--- src/rtl/rails_pkg.sv ---
// Shared definitions for the railway stack-sortability checker: FSM states and default sizing.
package rails_pkg;
    localparam int DEF_MAX_N  = 10;
    localparam int DEF_DEPTH1 = 6;
    localparam int DEF_DEPTH2 = 4;

    typedef enum logic [3:0] {
        IDLE,
        LOAD,
        POP1,
        PUSH1,
        DONE1,
        CLR,
        POP2,
        PUSH2,
        DONE2
    } state_t;
endpackage

--- src/rtl/rails_stack.sv ---
// Parameterised LIFO shared by both checker stages; single-cycle push/pop/clear.
module rails_stack #(
    parameter int DW    = 4,
    parameter int DEPTH = 6,
    localparam int CW   = $clog2(DEPTH + 1)
) (
    input  logic          clk,
    input  logic          reset,
    input  logic          i_push,
    input  logic          i_pop,
    input  logic          i_clear,
    input  logic [DW-1:0] i_dat,
    output logic [DW-1:0] o_top,
    output logic [CW-1:0] o_count,
    output logic          o_full,
    output logic          o_empty
);
    // Sized to the full index range so the count can address it without width games.
    localparam int MEM = 1 << CW;

    logic [DW-1:0] r_mem [0:MEM-1];
    logic [CW-1:0] r_cnt;
    logic [CW-1:0] w_top_idx;

    assign o_count   = r_cnt;
    assign o_full    = (r_cnt == CW'(DEPTH));
    assign o_empty   = (r_cnt == '0);
    assign w_top_idx = r_cnt - CW'(1);
    assign o_top     = o_empty ? '0 : r_mem[w_top_idx];

    always_ff @(posedge clk) begin
        if (reset) begin
            r_cnt <= '0;
        end else if (i_clear) begin
            r_cnt <= '0;
        end else if (i_push && !o_full) begin
            r_cnt <= r_cnt + CW'(1);
        end else if (i_pop && !o_empty) begin
            r_cnt <= r_cnt - CW'(1);
        end
    end

    always_ff @(posedge clk) begin
        if (i_push && !o_full && !i_clear) begin
            r_mem[r_cnt] <= i_dat;
        end
    end
endmodule

--- src/rtl/rails_param.sv ---
// Checks whether target train orders are reachable through bounded stacks (stage 1: 1..n -> data1,
// stage 2: data1 -> data2). RAILS_CASCADE_EN enables stage 2; otherwise result2 is always 0.
module rails_param
    import rails_pkg::*;
#(
    parameter int MAX_N  = DEF_MAX_N,
    parameter int DEPTH1 = DEF_DEPTH1,
    parameter int DEPTH2 = DEF_DEPTH2,
    localparam int W     = $clog2(MAX_N + 1)
) (
    input  logic         clk,
    input  logic         reset,
    input  logic         start,
    input  logic [W-1:0] number,
    input  logic [W-1:0] data1,
    input  logic [W-1:0] data2,
    output logic         busy,
    output logic         valid,
    output logic         result1,
    output logic         result2
);
    localparam int DS  = (DEPTH1 > DEPTH2) ? DEPTH1 : DEPTH2;
    localparam int SCW = $clog2(DS + 1);
    localparam int AW  = 1 << W;
    localparam logic [SCW-1:0] CAP1 = SCW'(DEPTH1);

    state_t         r_state, w_next;
    logic [W-1:0]   r_n, r_ld, r_idx, r_src;
    logic [W-1:0]   r_d1 [0:AW-1];
    logic           r_pass, r_res1, r_valid, r_out1, r_out2;

    logic [W-1:0]   w_top, w_tgt, w_srcv;
    logic [SCW-1:0] w_cnt, w_cap;
    logic           w_full, w_empty, w_push, w_pop, w_clear;
    logic           w_num_ok, w_match, w_done_stage, w_fail, w_thru;

`ifdef RAILS_CASCADE_EN
    localparam logic [SCW-1:0] CAP2 = SCW'(DEPTH2);
    logic [W-1:0] r_d2 [0:AW-1];
    logic         w_stage2;

    assign w_stage2 = (r_state == POP2) || (r_state == PUSH2);
    assign w_tgt    = w_stage2 ? r_d2[r_idx] : r_d1[r_idx];
    assign w_srcv   = w_stage2 ? r_d1[r_src] : r_src + W'(1);
    assign w_cap    = w_stage2 ? CAP2 : CAP1;
`else
    logic w_unused;

    assign w_unused = ^data2;
    assign w_tgt    = r_d1[r_idx];
    assign w_srcv   = r_src + W'(1);
    assign w_cap    = CAP1;
`endif

    assign busy    = (r_state != IDLE);
    assign valid   = r_valid;
    assign result1 = r_out1;
    assign result2 = r_out2;

    assign w_num_ok     = (number != '0) && (number <= W'(MAX_N));
    assign w_match      = !w_empty && (r_idx != r_n) && (w_top == w_tgt);
    assign w_done_stage = (r_idx == r_n);
    assign w_fail       = (r_src == r_n) || w_full || (w_cnt == w_cap);
    // A source car equal to the current target passes straight through, so a
    // pushed car can never match and PUSH may keep pushing without re-checking.
    assign w_thru       = (w_srcv == w_tgt);

    rails_stack #(.DW(W), .DEPTH(DS)) u_stack (
        .clk     (clk),
        .reset   (reset),
        .i_push  (w_push),
        .i_pop   (w_pop),
        .i_clear (w_clear),
        .i_dat   (w_srcv),
        .o_top   (w_top),
        .o_count (w_cnt),
        .o_full  (w_full),
        .o_empty (w_empty)
    );

    always_comb begin
        w_next  = r_state;
        w_push  = 1'b0;
        w_pop   = 1'b0;
        w_clear = 1'b0;
        case (r_state)
            IDLE: if (start) begin
                w_clear = 1'b1;
                w_next  = w_num_ok ? LOAD : DONE2;
            end
            LOAD: if (r_ld == r_n - W'(1)) w_next = POP1;
            POP1: if (w_match) w_pop = 1'b1; else w_next = PUSH1;
            PUSH1: begin
                if (w_done_stage || w_fail) w_next = DONE1;
                else if (w_thru)            w_next = POP1;
                else                        w_push = 1'b1;
            end
`ifdef RAILS_CASCADE_EN
            DONE1: w_next = CLR;
            CLR: begin
                w_clear = 1'b1;
                w_next  = POP2;
            end
            POP2: if (w_match) w_pop = 1'b1; else w_next = PUSH2;
            PUSH2: begin
                if (w_done_stage || w_fail) w_next = DONE2;
                else if (w_thru)            w_next = POP2;
                else                        w_push = 1'b1;
            end
`else
            DONE1: w_next = DONE2;
`endif
            DONE2:   w_next = IDLE;
            default: w_next = IDLE;
        endcase
    end

    always_ff @(posedge clk) begin
        if (reset) begin
            r_state <= IDLE;
            r_n     <= '0;
            r_ld    <= '0;
            r_idx   <= '0;
            r_src   <= '0;
            r_pass  <= 1'b0;
            r_res1  <= 1'b0;
            r_valid <= 1'b0;
            r_out1  <= 1'b0;
            r_out2  <= 1'b0;
        end else begin
            r_state <= w_next;
            r_valid <= 1'b0;
            r_out1  <= 1'b0;
            r_out2  <= 1'b0;
            case (r_state)
                IDLE: if (start) begin
                    r_n    <= number;
                    r_ld   <= '0;
                    r_idx  <= '0;
                    r_src  <= '0;
                    r_pass <= 1'b0;
                    r_res1 <= 1'b0;
                end
                LOAD: r_ld <= r_ld + W'(1);
                POP1, POP2: if (w_match) r_idx <= r_idx + W'(1);
                PUSH1, PUSH2: begin
                    if (w_done_stage || w_fail) begin
                        r_pass <= w_done_stage;
                    end else begin
                        r_src <= r_src + W'(1);
                        if (w_thru) r_idx <= r_idx + W'(1);
                    end
                end
                DONE1: r_res1 <= r_pass;
                CLR: begin
                    r_idx <= '0;
                    r_src <= '0;
                end
                DONE2: begin
                    r_valid <= 1'b1;
                    r_out1  <= r_res1;
`ifdef RAILS_CASCADE_EN
                    r_out2  <= r_res1 & r_pass;
`endif
                end
                default: ;
            endcase
        end
    end

    always_ff @(posedge clk) begin
        if (r_state == LOAD) begin
            r_d1[r_ld] <= data1;
`ifdef RAILS_CASCADE_EN
            r_d2[r_ld] <= data2;
`endif
        end
    end
endmodule

--- config.mk ---
export PLATFORM = sky130hd
export DESIGN_NAME = rails_param
export DESIGN_NICKNAME = d
export VERILOG_FILES = /design/src/rtl/rails_pkg.sv /design/src/rtl/rails_stack.sv /design/src/rtl/rails_param.sv
export SDC_FILE = /design/constraint.sdc
export NUM_CORES = 1
export LEC_CHECK = 0
export BUFFER_PORTS_ARGS = -buffer_cell sky130_fd_sc_hd__buf_2
export CORE_MARGIN = 2
export CORE_UTILIZATION = 28
export CTS_CLUSTER_DIAMETER = 60
export DETAILED_ROUTE_END_ITERATION = 10
export PLACE_DENSITY = 0.45
export SYNTH_ARGS = -nofsm -noshare
export SYNTH_HDL_FRONTEND = slang
export SYNTH_SLANG_ARGS = --single-unit
--- constraint.sdc ---
create_clock -name clk -period 4.1 [get_ports clk]
set_input_delay 0.41 -clock clk [delete_from_list [all_inputs] [get_ports clk]]
set_output_delay 0.41 -clock clk [all_outputs]
set_load 0.02 [all_outputs]
# Word-level counts from Yosys, hierarchy flattened
# Memory sizes are Yosys's and may differ from the RTL's. A register that Yosys moved wholly into a read port is not among the register bits.
# Index checks and enable logic that the tools add are counted.
# totals
regBits	27
latch_bits	0
mem_bits_rw	96
mem_bits_ro	0
in_bits	15
output_inout_bits	4
memories	2
# op_classes
n_addsub	6
multipliers	0
n_div	0
n_lt_le_gt_ge	1
eq_ne	23
n_shift	0
muxes	36
n_bitwise	1
n_reduce_logical	33
# memory_table
name	depth	width	read_ports	rd_clocked_by_memory_dff	write_ports	line	source
r_d1	16	4	1	1	1	rails_param.sv:29	logic [W-1:0] r_d1 [0:AW-1];
u_stack.r_mem	8	4	1	0	1	rails_stack.sv:21	logic [DW-1:0] r_mem [0:MEM-1];
# ops
op	count
4-bit two-way mux	14
4-bit == test	5
4-bit one-hot mux with 5 select lines	1
4-bit by 3-bit == test with 1-bit output (second input constant)	4
4-bit one-hot mux with 4 select lines	1
1-bit two-way mux	14
2-bit != test (second input constant)	7
4-bit by 1-bit adder with 4-bit output (second input constant)	3
4-bit one-hot mux with 3 select lines	1
4-bit nonzero test	3
4-bit by 2-bit == test with 1-bit output (second input constant)	2
4-bit one-hot mux with 2 select lines	1
2-bit nonzero test	4
2-bit OR reduction	4
1-bit logical AND	6
3-bit two-way mux	2
2-bit AND reduction	3
3-bit AND reduction	2
5-bit AND reduction	1
4-bit by 1-bit == test with 1-bit output (second input constant)	1
4-bit == test (second input constant)	1
4-bit less-or-equal comparator (second input constant)	1
4-bit logical NOT	1
4-bit != test	1
other kinds (12)	17

# Depth between registers and ports, before layout
# logic_depth
ltp_word	10
mapped_depth	12

# Modules after synthesis
# Synthesis repeated with hierarchy kept, for this count alone.
# unflattened
hier_cells	446
hier_area_um2	5982.0
# modules_own_cells
module	instances	cells_each	area_per_inst_um2
rails_param	1	351	4404.2
rails_stack	1	95	1577.8

# Worst setup path after synthesis
# Ideal clock, no wire load.
# synth_timing
path_type	register -> register
from	register u_stack.r_cnt[0], in the netlist u_stack.o_count[0]
to	register (tool-made name)
setup_time_ns	0.121
arrival_time_ns	3.692
setup_slack_ns	0.288
path_stages_with_launch	13
n_path_buf	3
period_less_slack_ns	3.812
path_cell_list	dfxtp_1 > buf_6 > clkbuf_1 > inv_1 > ha_1 > clkbuf_1 > mux4_1 > mux2_2 > or3_1 > a211o_1 > a2111oi_4 > a21oi_4 > mux2_2
# synth_lines
item	line	source
start: declaration	rails_stack.sv:22	logic [CW-1:0] r_cnt;
start signal: assignment	rails_stack.sv:37	r_cnt <= r_cnt + CW'(1);
start signal: assignment	rails_stack.sv:39	r_cnt <= r_cnt - CW'(1);

==> impl_metrics.yaml <==
clocking:
  number_of_buffers_created_by_cts: 17
  cts_hold_repair.buffers: 0
  cts-htree-levels: 4
  clkSinkCount: 127
  cts_tree: "done"
  clkSlewWorstSetupHoldPaths_ns: 0.06
  clk-insertion-delay-late_ns: 0.42
  post_cts_resize_count: 0
  postCtsSetupBuffers: 0
  clock_tree.root_cell: "sky130_fd_sc_hd__clkbuf_16"
  clock_tree.buffer_depth: 2
sta:
  skew_ns: 0.008858
  finalSetupTns_ns: 0
  worst_slew_margin_rel_pct: 46.75
  worstMarginPinSlew_ns: 0.7926
  grt_setup_unrepaired: "no"
  post-route-period-util_pct: 89.66
  timing.final.max_slew_violations: 0
  maximum_clock_frequency_mhz: 272.0
  finalCriticalPeriod_ns: 3.676
  layout_setup_ws_ns: 0.4240
  setup_viol: 0
  report.final.hold_viol_count: 0
synthesis:
  post_synth_inst_count: 439
  synth_ff_type: "sky130_fd_sc_hd__edfxtp_1"
  synthesis.area_per_instance_um2: 13.40
  yosysSeqAreaShare_pct: 59.56
  asyncSetResetFlopFracSynth_pct: 0
  syn-cell-area_um2: 5882
  postSynthRegisterBits: 127
  synth.net_count: 465
  count_of_flip_flops_with_a_built_in_enable_after_synthesis: 96
  yosys_warning_count: 0
  ys_types: 60
route:
  vias: 3594
  drt_iter0_drc: 209
  detail-route-antenna-nets: 0
  routed_wirelength_um: 13120
  remaining_drc_errors: 0
  route.detailed.vias_per_inst: 4.741
  routedWlPerCell_um: 17.31
  drt-pass1-iter-count: 4
grt:
  grt_start_max_net_pins: 30
  number_of_global_route_vias_before_repair: 3580
  globalRouteOverflowTotal: 0
  grt_pass1_wl_um: 20330
  grt_antenna_before_repair: 0
  total_routing_usage_gr_pct: 12.48
power:
  power_density_nw_per_um2: 467.5
  p_leak_nw: 2.362
  vdd_ir_drop_max_v: 0.0002732
setup_path:
  cp.arrival_ns: 3.74
  timing.critical_path.mode_cell: "sky130_fd_sc_hd__mux4_2"
  startpoint_kind_of_the_worst_setup_timing_path: "register"
  highest_cell_delay_on_the_worst_timing_path_ns: 0.83
  cpMaxStageDelayCell: "sky130_fd_sc_hd__dfxtp_1"
  crit_path_end_kind: "register"
  setup.worst_path.class: "reg2reg"
  crit_chain: "mux4_2 > mux4_2 > xor2_1 > a2111oi_4 > a21oi_2 > nand2_1 > nor2_1"
  cp.buffers_inverters: 0
  crit_fanout: 13
  crit_family: "multiplexers"
  worst-endpoint-required_ns: 4.17
  ff2ff_setup_slack_ns: 0.42
place:
  place.gp.congestion: 0.7711
  detailed_place_hpwl_um: 9090
  dpl_worst_slack_ns: 0.3737
  io_buffer_count: 13
layout:
  finish.net_count: 496
  final_layout_size_suffix_gt1_share_pct: 19.67
  commonest_non_fill_non_tap_cell_in_the_layout: "sky130_fd_sc_hd__edfxtp_1"
  area_growth_pct: 18.12
  mostFrequentLayoutCells: "sky130_fd_sc_hd__edfxtp_1 (96), sky130_fd_sc_hd__nand2_1 (35), sky130_fd_sc_hd__nor2_1 (32), sky130_fd_sc_hd__dfxtp_1 (31), sky130_fd_sc_hd__mux2i_1 (24)"
  antennaDiodeCount: 0
flow_run:
  maxCapViolations: 0
floorplan:
  initial_core_util_pct: 28.25
  number_of_i_o_pins: 19
  core_area_um2: 20820
  core.rowCount: 53
  floorplan.die.width_um: 148.9
  die_height_um: 148.9
  floorplan.die_area_um2: 22180
outcome:
  outcome: "finished, final reports clean"
min_path:
  hold_path_class: "in2reg"
-- where the power goes --
group | internal [mW] | switching [mW] | total, mW
Clock | 0.956 | 0.567 | 1.52
Combinational | 0.107 | 0.184 | 0.290
Sequential | 1.40 | 0.0319 | 1.43
-- sequential cells by signal (all words and copies together), names as in the netlist, named ones only --
name,flops
u_stack.o_count,3
valid,1
r_ld,4
result1,1
r_res1,1
u_stack.r_mem,32
r_state,4
r_src,4
r_idx,4
r_n,4
r_d1,64
r_pass,1
-- metrics by stage --
stage	utilization, %	area [um2]	power [mW]	instances	hold WS [ns]
after CTS	33.37	6948	3.273	758	0.2385
after floorplan	-	5882	1.662	439	0.4294
after global placement	30.50	6351	1.747	726	0.4560
final	33.37	6948	3.248	758	0.2566
after detailed placement	30.50	6351	1.753	726	0.4572
after global routing	33.37	6948	3.367	758	0.2582
-- cell families after synthesis --
| kind of cell | Yosys count | share of synthesized area [%] |
|---|---|---|
| DFF | 127 | 59.56 |
| and+or+nand+nor | 138 | 11.64 |
| AOI/OAI and AO/OA | 55 | 7.233 |
| xor gates and xnor gates | 22 | 3.276 |
| muxes | 50 | 13.40 |
| other | 1 | 0.06376 |
| adders and majority gates | 11 | 2.340 |
| buffers and inverters | 35 | 2.489 |
-- layer usage --
metal | track usage (%) | share of wire, %
met1 | 15.84 | 47
met2 | 20.65 | 49
met3 | 3.211 | 2.9
met4 | 4.476 | 1.7
met5 | 0 | 0
-- area by class of cell --
| type | count | area [um2] |
|---|---|---|
| Fill cell | 2088 | 13870 |
| Sequential cell | 127 | 3503 |
| Multi-Input combinational cell | 277 | 2232 |
| Clock buffer | 19 | 432.9 |
| Tap cell | 275 | 344.1 |
| Timing Repair Buffer | 34 | 222.7 |
| Clock inverter | 13 | 163.9 |
| Inverter | 13 | 48.80 |
-- final timing paths --
check	startpoint	endpoint	cells after the start
hold reg to reg	r_res1$_SDFFE_PP0P_	result1$_SDFF_PP0_	1
hold / removal	number[3]	r_n[3]$_SDFFE_PP0P_	3
setup / recovery	register	u_stack.r_mem[7][0]$_DFFE_PP_	7
setup reg to reg	register	u_stack.r_mem[7][0]$_DFFE_PP_	7
-- worst register-to-register path, stage by stage (launching register included) --
cell	delay, ns
sky130_fd_sc_hd__dfxtp_1	0.83
sky130_fd_sc_hd__mux4_2	0.64
sky130_fd_sc_hd__mux4_2	0.53
sky130_fd_sc_hd__xor2_1	0.25
sky130_fd_sc_hd__a2111oi_4	0.09
sky130_fd_sc_hd__a21oi_2	0.42
sky130_fd_sc_hd__nand2_1	0.18
sky130_fd_sc_hd__nor2_1	0.38
-- cell usage after synthesis, types with 4 or more instances --
master,n,area (um2)
sky130_fd_sc_hd__a21oi_1,17,85.08
sky130_fd_sc_hd__a22oi_1,4,30.03
sky130_fd_sc_hd__and2_1,4,25.02
sky130_fd_sc_hd__clkbuf_1,15,56.30
sky130_fd_sc_hd__dfxtp_1,31,620.6
sky130_fd_sc_hd__edfxtp_1,96,2883
sky130_fd_sc_hd__ha_1,11,137.6
sky130_fd_sc_hd__inv_1,12,45.04
sky130_fd_sc_hd__mux2_2,5,56.30
sky130_fd_sc_hd__mux2i_1,24,240.2
sky130_fd_sc_hd__mux4_1,5,131.4
sky130_fd_sc_hd__mux4_2,16,360.4
sky130_fd_sc_hd__nand2_1,35,131.4
sky130_fd_sc_hd__nand2b_1,7,43.79
sky130_fd_sc_hd__nand3_1,12,60.06
sky130_fd_sc_hd__nor2_1,32,120.1
sky130_fd_sc_hd__nor2b_1,7,43.79
sky130_fd_sc_hd__nor3_1,14,70.07
sky130_fd_sc_hd__nor4_1,6,37.54
sky130_fd_sc_hd__o21ai_0,7,35.03
sky130_fd_sc_hd__o2bb2ai_1,4,35.03
sky130_fd_sc_hd__xnor2_1,8,70.07
sky130_fd_sc_hd__xor2_1,14,122.6
Power figures use the tool's default switching activity.
